`config.mk`:
```
export PLATFORM = sky130hd
export DESIGN_NAME = regfile_dump_tx
export DESIGN_NICKNAME = d
export VERILOG_FILES = /design/src/rtl/regfile_dump_tx.sv
export SDC_FILE = /design/constraint.sdc
export NUM_CORES = 1
export LEC_CHECK = 0
export ABC_AREA = 1
export CAP_MARGIN = 10
export CORE_UTILIZATION = 34
export CTS_BUF_LIST = sky130_fd_sc_hd__clkbuf_4
export CTS_CLUSTER_DIAMETER = 80
export DETAILED_ROUTE_END_ITERATION = 16
export HOLD_SLACK_MARGIN = 0.1
export PLACE_DENSITY_LB_ADDON = 0.05
export SLEW_MARGIN = 20
export SYNTH_ARGS = -nofsm -noshare
export SYNTH_HDL_FRONTEND = slang
export SYNTH_SLANG_ARGS = --single-unit
```
`constraint.sdc`:
```
create_clock -name clk -period 1.4 [get_ports clk]
set_input_delay 0.35 -clock clk [delete_from_list [all_inputs] [get_ports clk]]
set_output_delay 0.35 -clock clk [all_outputs]
set_load 0.03 [all_outputs]
```
`src/rtl/regfile_dump_tx.sv`:
```
// Purpose : walks registers FIRST_REG..LAST_REG through a spare register-file read port and
//           serialises each 32-bit snapshot over UART 8N1, least-significant byte first.
// Latency : FETCH one cycle after an accepted start; each register takes 1 + 40*CLKS_PER_BIT cycles.
//           There is no backpressure: start is honoured only when busy=0, and a start seen while busy is dropped.
//
// Ports:
//   clk     - system clock; all state changes on posedge
//   AReset  - asynchronous active-low reset
//   start   - dump request, sampled on posedge while idle
//   rd_addr - register-file read address (the current register index)
//   rd_data - combinational read data for rd_addr
//   tx      - UART serial line, idle high
//   busy    - high while a dump is in progress
//   done    - one-cycle pulse in the first idle cycle after the last stop bit
module regfile_dump_tx #(
    parameter int CLKS_PER_BIT = 434,
    parameter int FIRST_REG    = 0,
    parameter int LAST_REG     = 31
) (
    input  logic        clk,
    input  logic        AReset,
    input  logic        start,
    output logic [4:0]  rd_addr,
    input  logic [31:0] rd_data,
    output logic        tx,
    output logic        busy,
    output logic        done
);

    localparam int BAUD_W = (CLKS_PER_BIT > 1) ? $clog2(CLKS_PER_BIT) : 1;
    localparam logic [BAUD_W-1:0] BAUD_LAST = BAUD_W'(CLKS_PER_BIT - 1);
    localparam logic [4:0] FIRST_IDX = 5'(FIRST_REG);
    localparam logic [4:0] LAST_IDX  = 5'(LAST_REG);

    typedef enum logic [2:0] {
        S_IDLE,
        S_FETCH,
        S_START,
        S_DATA,
        S_STOP
    } state_t;

    state_t             state_q, state_d;
    logic [BAUD_W-1:0]  baud_q, baud_d;
    logic [2:0]         bit_q, bit_d;
    logic [1:0]         byte_q, byte_d;
    logic [4:0]         idx_q, idx_d;
    logic [31:0]        shift_q, shift_d;
    logic               tx_q, tx_d;
    logic               busy_q, busy_d;
    logic               done_q, done_d;

    logic               baud_last;
    logic [2:0]         next_bit;

    // Outputs are registered: the tx level for a bit slot is decided on the
    // edge that enters the slot, so tx never glitches between states.
    always_comb begin
        state_d   = state_q;
        baud_d    = baud_q;
        bit_d     = bit_q;
        byte_d    = byte_q;
        idx_d     = idx_q;
        shift_d   = shift_q;
        tx_d      = tx_q;
        busy_d    = busy_q;
        done_d    = 1'b0;
        baud_last = (baud_q == BAUD_LAST);
        next_bit  = bit_q + 3'd1;

        case (state_q)
            S_IDLE: begin
                tx_d   = 1'b1;
                busy_d = 1'b0;
                if (start) begin
                    idx_d   = FIRST_IDX;
                    busy_d  = 1'b1;
                    state_d = S_FETCH;
                end
            end

            S_FETCH: begin
                // Snapshot the whole word now; later register-file writes
                // cannot reach bytes still in flight.
                shift_d = rd_data;
                byte_d  = 2'd0;
                baud_d  = '0;
                tx_d    = 1'b0;
                state_d = S_START;
            end

            S_START: begin
                if (baud_last) begin
                    baud_d  = '0;
                    bit_d   = 3'd0;
                    tx_d    = shift_q[0];
                    state_d = S_DATA;
                end else begin
                    baud_d = baud_q + BAUD_W'(1);
                end
            end

            S_DATA: begin
                if (baud_last) begin
                    baud_d = '0;
                    if (bit_q == 3'd7) begin
                        tx_d    = 1'b1;
                        state_d = S_STOP;
                    end else begin
                        bit_d = next_bit;
                        tx_d  = shift_q[next_bit];
                    end
                end else begin
                    baud_d = baud_q + BAUD_W'(1);
                end
            end

            S_STOP: begin
                if (baud_last) begin
                    baud_d = '0;
                    if (byte_q != 2'd3) begin
                        // Next byte of the same snapshot moves into the low lane.
                        byte_d  = byte_q + 2'd1;
                        shift_d = {8'h00, shift_q[31:8]};
                        tx_d    = 1'b0;
                        state_d = S_START;
                    end else if (idx_q != LAST_IDX) begin
                        // Compared before incrementing so index 31 never wraps to 0.
                        idx_d   = idx_q + 5'd1;
                        tx_d    = 1'b1;
                        state_d = S_FETCH;
                    end else begin
                        done_d  = 1'b1;
                        busy_d  = 1'b0;
                        tx_d    = 1'b1;
                        state_d = S_IDLE;
                    end
                end else begin
                    baud_d = baud_q + BAUD_W'(1);
                end
            end

            default: begin
                tx_d    = 1'b1;
                busy_d  = 1'b0;
                state_d = S_IDLE;
            end
        endcase
    end

    always_ff @(posedge clk or negedge AReset) begin
        if (!AReset) begin
            state_q <= S_IDLE;
            baud_q  <= '0;
            bit_q   <= 3'd0;
            byte_q  <= 2'd0;
            idx_q   <= 5'd0;
            shift_q <= 32'd0;
            tx_q    <= 1'b1;
            busy_q  <= 1'b0;
            done_q  <= 1'b0;
        end else begin
            state_q <= state_d;
            baud_q  <= baud_d;
            bit_q   <= bit_d;
            byte_q  <= byte_d;
            idx_q   <= idx_d;
            shift_q <= shift_d;
            tx_q    <= tx_d;
            busy_q  <= busy_d;
            done_q  <= done_d;
        end
    end

    assign rd_addr = idx_q;
    assign tx      = tx_q;
    assign busy    = busy_q;
    assign done    = done_q;

endmodule

```
==> results.toml <==
[status]
outcome = "complete, but fails checks"
violations = "negative setup slack"

[layout]
fillers = 853
final_common_cell = "nand2_1"
final_cell_count_no_fill = 572
design_area_um2 = 4470
nets = 501
diodes = 0
final_cell_mix = "nand2_1 (76), dfrtp_1 (53), inv_1 (44)"
area_growth_pct = 48.1
final_layout_size_suffix_gt1_share_pct = 34.1

[floorplan]
start_util_pct = 34.9
die_area_um2 = 9260
core_area_um2 = 8640
io_pins = 43
die_w_um = 96.2
rows = 34
die-height_um = 96.2

[cts]
tritoncts = "yes"
cts_root_buf = "clkbuf_4"
cts_sinks = 57
numCtsBuffers = 9
clk_transition_reported_paths_ns = 0.11
clk_path_buf_depth = 2
worstSkewPairLatency_ns = 0.40
htree_num_levels = 3

[place]
dpl_cell_area_um2 = 3810
placedCellCount = 540
place_congestion = 0.735
post-dp-hpwl_um = 4900
io_buffer_count = 42

[synthesis]
synthDistinctLibCells = 34
synth_warnings = 0
async_flop_share_pct = 100
ys_seq_elements = 57
ys_seq_area_share_pct = 47.3
syn_area_um2 = 3020
syn-num-nets = 407
synthCells = 365
syn_area_per_cell_um2 = 8.27
synth_edf_count = 0
synthFlopType = "dfrtp_1"

[sta]
setup_violations = 51
finalCritPeriodShare_pct = 108
fmax_mhz = 663
fin_crit_ns = 1.51
worst_slew_margin_rel_pct = 73.9
skew_ns = 0.0117
rsz0062_at_grt = "true"
tns_ns = -3.34
hold_ws_ns = 0.463
finalHoldViolCount = 0
fin_ws_ns = -0.109
tightest_slew_ns = 0.388
report.final.slew_viol_count = 0

[routing]
wl_met1_um = 3530
highest_layer = "met4"
viasPerCell = 4.67
wl_per_cell_um = 12.7
drt_wl_total_um = 7250
drt_iter0_drc = 69
met3_length_um = 179
detail_route.first_pass.iterations = 4
drc = 0
postRouteAntennaNets = 0
dr_total_vias = 2674
met2_length_um = 3430

[critical_path]
reg2reg_setup_slack_ns = -0.11
crit_required_ns = 1.69
endpoint = "shift_q[4]"
cp.depth = 10
cp_max_fo = 7
cp-startpoint = "baud_q[0]"
slowest_delay_ns = 0.43
cp_num_buf_inv = 2
cp-end-kind = "flop"
cp_slowest_cell = "dfrtp_1"
cp_top_family = "simple AND/OR/NAND/NOR gates"
regToRegEndpoint = "shift_q[4]"
criticalPathCategory = "flop to flop"
reg2regPathDepth = 10
worstPathCellList = "ha_4 -> nand2_2 -> nor2_2 -> nand2_2 -> nand2_4 -> nand2_4 -> clkinv_8 -> clkbuf_16 -> o211ai_2 -> nand2_1"
worst_setup_path_start_kind = "flop"
r2r-start = "baud_q[0]"
critPathArrivalTime_ns = 1.79

[pwr]
power_density_nw_per_um2 = 700
total_power_mw = 3.13
vdd_ir_drop_max_v = 0.000323
power_leakage_nw = 1.98

[flow_run]
drv_cap = 0

[global_route]
grt_start_max_net_pins = 58
grt_remaining_overflow = 0
grt_pass1_vias = 2520
antenna_found_initial = 0
grt_pass1_wl_um = 11800
grt_use_total_pct = 16.8

[hold_path]
hp-class = "input pin to asynchronous set/reset pin"
-- synth_stat cells (3+ instances only) --
cell / n / area [µm²]
nand2_1: 96 / 360
dfrtp_1: 56 / 1400
inv_1: 49 / 184
o21ai_0: 30 / 150
nand3_1: 27 / 135
o21ai_1: 27 / 135
nor2_1: 9 / 33.8
ha_1: 7 / 87.6
o211ai_2: 7 / 87.6
o22ai_1: 7 / 43.8
a21oi_1: 6 / 30.0
buf_2: 4 / 20.0
buf_4: 3 / 22.5
buf_6: 3 / 33.8
nand2_2: 3 / 18.8
nand2_4: 3 / 33.8
o31ai_1: 3 / 22.5
xor2_1: 3 / 26.3
-- cell families after synthesis --
| logic type | synth area share [%] |
|---|---|
| xor gates and xnor gates | 1.16 |
| DFF | 47.3 |
| adders and majority gates | 2.90 |
| buffers and inverters | 9.54 |
| AOI/OAI and AO/OA | 16.1 |
| and+or+nand+nor | 22.7 |
| muxes | 0.332 |
-- stage by stage --
step	setup WS, ns	util, %
2_1_floorplan	-0.0999	-
3_3_place_gp	-0.143	44.1
3_5_place_dp	-0.164	44.1
4_1_cts	-0.102	48.2
5_1_grt	-0.207	51.8
6_report	-0.109	51.8
-- worst min-delay path by stage --
stage | startpoint | to | cells after the start
final | AReset | shift_q[2] | 3
after floorplan | AReset | baud_q[0] | 0
after global placement | AReset | shift_q[2] | 2
after detailed placement | AReset | shift_q[2] | 2
after global routing | AReset | shift_q[2] | 3
after CTS | AReset | shift_q[2] | 3
-- report_power, final --
part / switching [mW] / internal [mW] / leakage, nW
Combinational: 0.0500 / 0.0890 / 1.30
Sequential: 0 / 1.65 / 0.596
Clock: 0.636 / 0.706 / 0.0808
Total: 0.686 / 2.44 / 1.98
-- worst reg2reg max path, cell delays in order (launching register included) --
cell,delay [ns]
dfrtp_1,0.43
ha_4,0.17
nand2_2,0.06
nor2_2,0.03
nand2_2,0.12
nand2_4,0.09
nand2_4,0.12
clkinv_8,0.11
clkbuf_16,0.18
o211ai_2,0.05
nand2_1,0.06
-- flip-flops by register name, summed over array words and instances, names as in the netlist --
name,cells
rd_addr,5
bit_q,3
done,1
busy,1
state_q,3
tx,1
baud_q,9
byte_q,2
shift_q,32
-- layer usage --
metal / vias up / track usage, %
met1: 1250 / 23.0
met4: 0 / 6.72
met5: - / 0
met3: 10 / 3.08
met2: 36 / 26.1
li1: 1378 / -
-- final cells by class --
class | count | area (µm²) | area share [%]
multi-input cells | 243 | 1570 | 35.1
flip-flops and latches | 57 | 1430 | 32.0
repair buffers | 95 | 966 | 21.6
inverters | 53 | 216 | 4.84
well taps | 108 | 135 | 3.02
clock inverters | 7 | 85.1 | 1.90
clock buffers | 9 | 67.6 | 1.51
-- repair_timing --
action | in CTS | in global routing
hold endpoints to repair | 56 | 0
gates resized for setup | 36 | 58
setup buffers | 7 | 6
hold buffers | 1 | 0
endpoints found under the setup margin | 56 | 62
pin swaps | 11 | 18
cloned | 1 | 3
Power figures use the tool's default switching activity.
